[src/rtl/vector_pkg.sv]
// Shared sizing constants and FSM state encoding for the vector write-back serializer.
package vector_pkg;

  localparam int DATA_W = 32;
  localparam int ROW_W  = 4;
  localparam int LANES  = 4;
  localparam int LANE_W = $clog2(LANES);

  typedef enum logic {
    ST_IDLE  = 1'b0,
    ST_WRITE = 1'b1
  } state_t;

endpackage

[src/rtl/lane_pick.sv]
// Lowest-set-bit encoder: returns the index of the first pending lane and whether any lane is pending.
module lane_pick
  import vector_pkg::*;
#(
  parameter int N     = vector_pkg::LANES,
  parameter int IDX_W = $clog2(vector_pkg::LANES)
) (
  input  logic [N-1:0]     mask,
  output logic [IDX_W-1:0] idx,
  output logic             any
);

  // Scan from the top so the lowest set bit wins the last assignment.
  always_comb begin
    idx = '0;
    for (int i = N - 1; i >= 0; i--) begin
      if (mask[i]) idx = IDX_W'(i);
    end
    any = |mask;
  end

endmodule

[src/rtl/vector_wb_serializer.sv]
// Captures a masked result row and writes its enabled lanes one cell per cycle, lowest lane first.
module vector_wb_serializer
  import vector_pkg::*;
#(
  parameter int DATA_W = vector_pkg::DATA_W,
  parameter int ROW_W  = vector_pkg::ROW_W,
  parameter int LANES  = vector_pkg::LANES
) (
  input  logic                    clk,
  input  logic                    reset,
  input  logic                    in_valid,
  output logic                    in_ready,
  input  logic [ROW_W-1:0]        in_row,
  input  logic [LANES-1:0]        in_mask,
  input  logic [LANES*DATA_W-1:0] in_data,
  output logic                    writeEnable,
  output logic [ROW_W-1:0]        writeAddressR,
  output logic [$clog2(LANES)-1:0] writeAddressC,
  output logic [DATA_W-1:0]       writeData,
  output logic                    busy,
  output logic [ROW_W-1:0]        busy_row,
  output logic                    done
);

  localparam int IDX_W = $clog2(LANES);

  state_t             state, state_n;
  logic [LANES-1:0]   pend, pend_n;
  logic [ROW_W-1:0]   row_q;
  logic [DATA_W-1:0]  data_q [LANES];
  logic               zero_done;
  logic [IDX_W-1:0]   pick_idx;
  logic               pick_any;
  logic               last;
  logic               accept;

  lane_pick #(.N(LANES), .IDX_W(IDX_W)) u_pick (
    .mask (pend),
    .idx  (pick_idx),
    .any  (pick_any)
  );

  // Exactly one pending lane left: this is the final write of the row.
  assign last     = (state == ST_WRITE) && pick_any && ((pend & (pend - LANES'(1))) == '0);
  assign in_ready = !reset && ((state == ST_IDLE) || last);
  assign accept   = in_valid && in_ready;

  always_ff @(posedge clk) begin
    if (reset) state <= ST_IDLE;
    else       state <= state_n;
  end

  always_comb begin
    state_n       = state;
    pend_n        = pend;
    writeEnable   = 1'b0;
    writeAddressR = '0;
    writeAddressC = '0;
    writeData     = '0;
    busy          = 1'b0;
    busy_row      = '0;
    done          = zero_done;
    case (state)
      ST_IDLE: begin
        if (accept) begin
          pend_n = in_mask;
          if (|in_mask) state_n = ST_WRITE;
        end
      end
      ST_WRITE: begin
        writeEnable   = pick_any;
        writeAddressR = row_q;
        writeAddressC = pick_idx;
        writeData     = data_q[pick_idx];
        busy          = 1'b1;
        busy_row      = row_q;
        pend_n        = pend & ~(LANES'(1) << pick_idx);
        if (last) begin
          done = 1'b1;
          if (accept && |in_mask) pend_n = in_mask;
          else                    state_n = ST_IDLE;
        end
      end
      default: state_n = ST_IDLE;
    endcase
  end

  always_ff @(posedge clk) begin
    if (reset) begin
      pend      <= '0;
      row_q     <= '0;
      zero_done <= 1'b0;
      for (int k = 0; k < LANES; k++) data_q[k] <= '0;
    end else begin
      pend      <= pend_n;
      zero_done <= accept && !(|in_mask);
      if (accept) begin
        row_q <= in_row;
        for (int k = 0; k < LANES; k++) data_q[k] <= in_data[k*DATA_W +: DATA_W];
      end
    end
  end

endmodule

[config.mk]
export PLATFORM = sky130hd
export DESIGN_NAME = vector_wb_serializer
export DESIGN_NICKNAME = d
export VERILOG_FILES = /design/src/rtl/vector_pkg.sv /design/src/rtl/lane_pick.sv /design/src/rtl/vector_wb_serializer.sv
export SDC_FILE = /design/constraint.sdc
export NUM_CORES = 1
export LEC_CHECK = 0
export BUFFER_PORTS_ARGS = -buffer_cell sky130_fd_sc_hd__buf_2
export CORE_MARGIN = 1
export CORE_UTILIZATION = 30
export CTS_BUF_LIST = sky130_fd_sc_hd__clkbuf_8
export CTS_CLUSTER_DIAMETER = 60
export DETAILED_ROUTE_END_ITERATION = 10
export PLACE_DENSITY = 0.56
export SETUP_SLACK_MARGIN = 0.2
export SLEW_MARGIN = 25
export SYNTH_ARGS = -nofsm -noshare
export SYNTH_HDL_FRONTEND = slang
export SYNTH_SLANG_ARGS = --single-unit
[constraint.sdc]
create_clock -name clk -period 5.8 [get_ports clk]
set_input_delay 1.16 -clock clk [delete_from_list [all_inputs] [get_ports clk]]
set_output_delay 1.16 -clock clk [all_outputs]
set_load 0.05 [all_outputs]
==> impl_metrics.csv <==
group,metric,value,unit
status,status,"complete, no violations",
synth,yosys.area.top_type_share,61.5,%
synth,synth_fa_ha_area_share,0,%
floorplanning,dieWidth,146,um
global_routing,grt_pass1_wl,22.7,mm
timing,setup_viol,0,
synth,synth-compound-area-share,10.5,%
global_routing,grt_pass1_vias,4328,
layout,stdcell_area,7790,um2
synth,ys_seq_area_share,64.7,%
floorplanning,die_h,146,um
clock_network,postCtsSetupBuffers,0,
clock_network,cts_tree,"built",
clock_network,cts_made_buffers,17,
detailed_routing,initialDrtViolationCount,216,
synth,yosysTopAreaCell,"edfxtp_1",
layout,fin_cells,922,
synth,yosysWarnings,0,
critical_path,cp.arrival,2.89,ns
layout,postLayoutCoreUtil,38.4,%
layout,final_nets,778,
detailed_routing,drt.antenna.violating_nets,0,
timing,hold_violations,0,
clock_network,cts_buffer_depth,2,
timing,worst_pin_slew,0.943,ns
clock_network,htree_levels,4,
detailed_routing,firstDrtPassIters,4,
power,ir_drop,0.000118,V
clock_network,root_buffer,"clkbuf_8",
flow_run,cap_violations,0,
critical_path,worstPathMaxFanout,39,
global_routing,antenna_found_initial,0,
synth,syn_inst,471,
detailed_routing,num_vias,4227,
timing,slew_headroom,37.1,%
global_routing,grt_overflow,0,
layout,area_growth,24.6,%
floorplanning,fp-row-count,52,
critical_path,r2r-start,"pend[2]",
min_path,hold_path_end,"row_q[2]",
synth,synth_area_leaders,"edfxtp_1 (62%), and2_1 (13%), mux2i_1 (5.3%)",
timing,skew,0.00836,ns
critical_path,reg2reg_slack,2.49,ns
timing,rsz0062_at_grt,"false",
power,p_leak,3.24,nW
critical_path,max_stage_delay,0.62,ns
detailed_routing,routedWlPerCell,15.9,um
synth,synth_mux_area_share,5.29,%
placement,dp_cells,890,
detailed_routing,wirelength,14.7,mm
critical_path,crit_chain,"nor2b_4, o21a_2, buf_4, mux2i_1, o22ai_1, buf_2",
synth,yosys.area_share.simple,15.6,%
critical_path,end_kind,"primary output",
critical_path,reg2regPathDepth,4,
layout,final_cell_mix,"buf_2 (184), and2_1 (134), edfxtp_1 (128), mux2i_1 (33)",
floorplanning,core,20300,um2
clock_network,clkTransAtPathRegs,0.08,ns
placement,dp_hpwl,9.66,mm
critical_path,slowest_stage,"o21a_2",
detailed_routing,via_per_inst,4.58,
clock_network,holdBufCountCts,0,
timing,setup_tns,0,ns
synth,syn_nets,610,
floorplanning,initial_utilization,30.8,%
floorplanning,die-area,21400,um2
floorplanning,ioPinCount,185,
placement,pre_cts_ws,2.17,ns
layout,register_area,4050,um2
synth,synth_cell_type_count,38,
synth,syn_area_per_cell,13.3,um2
layout,final_common_cell,"buf_2",
clock_network,clock_sinks,138,
layout,drive_above_1_share,35.3,%
critical_path,critPathRequiredTime,4.64,ns
layout,multi_input_area,2020,um2
global_routing,grt_usage,14.0,%
synth,synth-seq-cells,138,
critical_path,start_kind,"flip-flop",
critical_path,reg2reg_to,"data_q[2][29]",
clock_network,cts_resized,0,
clock_network,clk_latency,0.43,ns
placement,place_area,7390,um2
placement,io_buffers,184,
global_routing,grt_max_degree,129,
synth,synth-xor-area-share,0.260,%
critical_path,critical_path_class,"flip-flop to primary output",
power,power_density,341,nW/um2
timing,setup_ws,1.75,ns
min_path,whs_path_depth,1,
timing,max_freq,247,MHz
timing,min_period,4.05,ns
min_path,hp-start,"row_q[2]",
timing,finalCritPeriodShare,69.8,%
min_path,hp-class,"flip-flop to flip-flop",
layout,n_fill_cell,1988,
layout,antenna_cells,0,
placement,gp_congestion,0.788,
detailed_routing,drc,0,
synth,syn_area,6250,um2
synth,synth_top_family_by_area,"simple AND/OR/NAND/NOR gates",
timing,maxSlewViolCount,0,
cell families (layout without fill, tap and decap cells):
logic type      Yosys count  after routing
buf+inv                  46            227
compound gates           92             92
xor+xnor                  1              1
flops                   138            138
simple gates            161            161
mux                      33             33
synthesized netlist by cell type:
master,instances
buf_2,7
a22oi_1,32
mux2i_1,33
a21oi_2,1
inv_1,3
nand4_1,1
a31oi_1,2
or2_2,1
o21a_1,1
a21boi_0,2
o22ai_1,32
nor3_2,1
a41o_1,4
o211ai_1,2
a41oi_1,1
o211a_1,1
edfxtp_1,128
nand3_1,6
and3_1,1
nor2b_1,2
a21oi_1,6
dfxtp_1,10
o21ai_1,1
nor2_1,4
or4_1,1
and2_1,134
a32o_1,1
o21ai_0,1
clkbuf_2,13
clkbuf_1,14
o2111ai_1,2
o31ai_1,1
a211oi_1,1
nand2b_1,1
o2111ai_2,1
nand2_1,9
xor2_2,1
buf_4,9
metrics by stage:
stage	hold slack, ns	power [mW]
2_1_floorplan	0.456	1.74
3_3_place_gp	0.464	1.89
3_5_place_dp	0.473	1.91
4_1_cts	0.492	2.70
5_1_grt	0.510	2.79
6_report	0.487	2.66
worst max-delay path by stage:
| stage | startpoint | to | cells past startpoint | slack (ns) |
|---|---|---|---|---|
| 2_1_floorplan | in_valid | data_q[0][0] | 5 | 1.18 |
| 3_3_place_gp | pend[2] | writeData[26] | 6 | 2.24 |
| 3_5_place_dp | pend[2] | writeData[26] | 6 | 2.17 |
| 4_1_cts | pend[2] | writeData[23] | 6 | 1.65 |
| 5_1_grt | pend[2] | writeData[31] | 6 | 1.52 |
| 6_report | pend[2] | writeData[23] | 6 | 1.75 |
routing by layer:
layer	part of all wire, %	global-route usage [%]	up-vias
li1	-	-	2078
met5	0	0	-
met2	49	23.7	140
met1	45	17.5	1998
met3	5.2	4.00	11
met4	0.88	3.80	0
flip-flops by register name, summed over array words and instances, names as in the netlist:
name and count:
data_q 128, pend 4, row_q 4, state 1, zero_done 1
worst max-delay path: cells and delay by family (launching register included):
family          cells  cell delay, ns
mux                 1            0.24
flops               1            0.60
buf+inv             2            0.66
compound gates      2            0.72
simple gates        1            0.22
layout make-up:
class                   count  share of cell area, %
flip-flops and latches    138                   51.9
multi-input cells         287                   25.9
repair buffers            192                   12.6
well taps                 270                   4.34
clock buffers              17                   3.00
clock inverters            15                   2.04
inverters                   3                  0.145
report_power, final:
| part | total (mW) | switching [mW] | internal (mW) |
|---|---|---|---|
| logic | 0.545 | 0.361 | 0.184 |
| registers | 1.33 | 0.0640 | 1.27 |
| clock network | 0.781 | 0.363 | 0.418 |
Note: power is estimated with default switching activity, not from simulation.
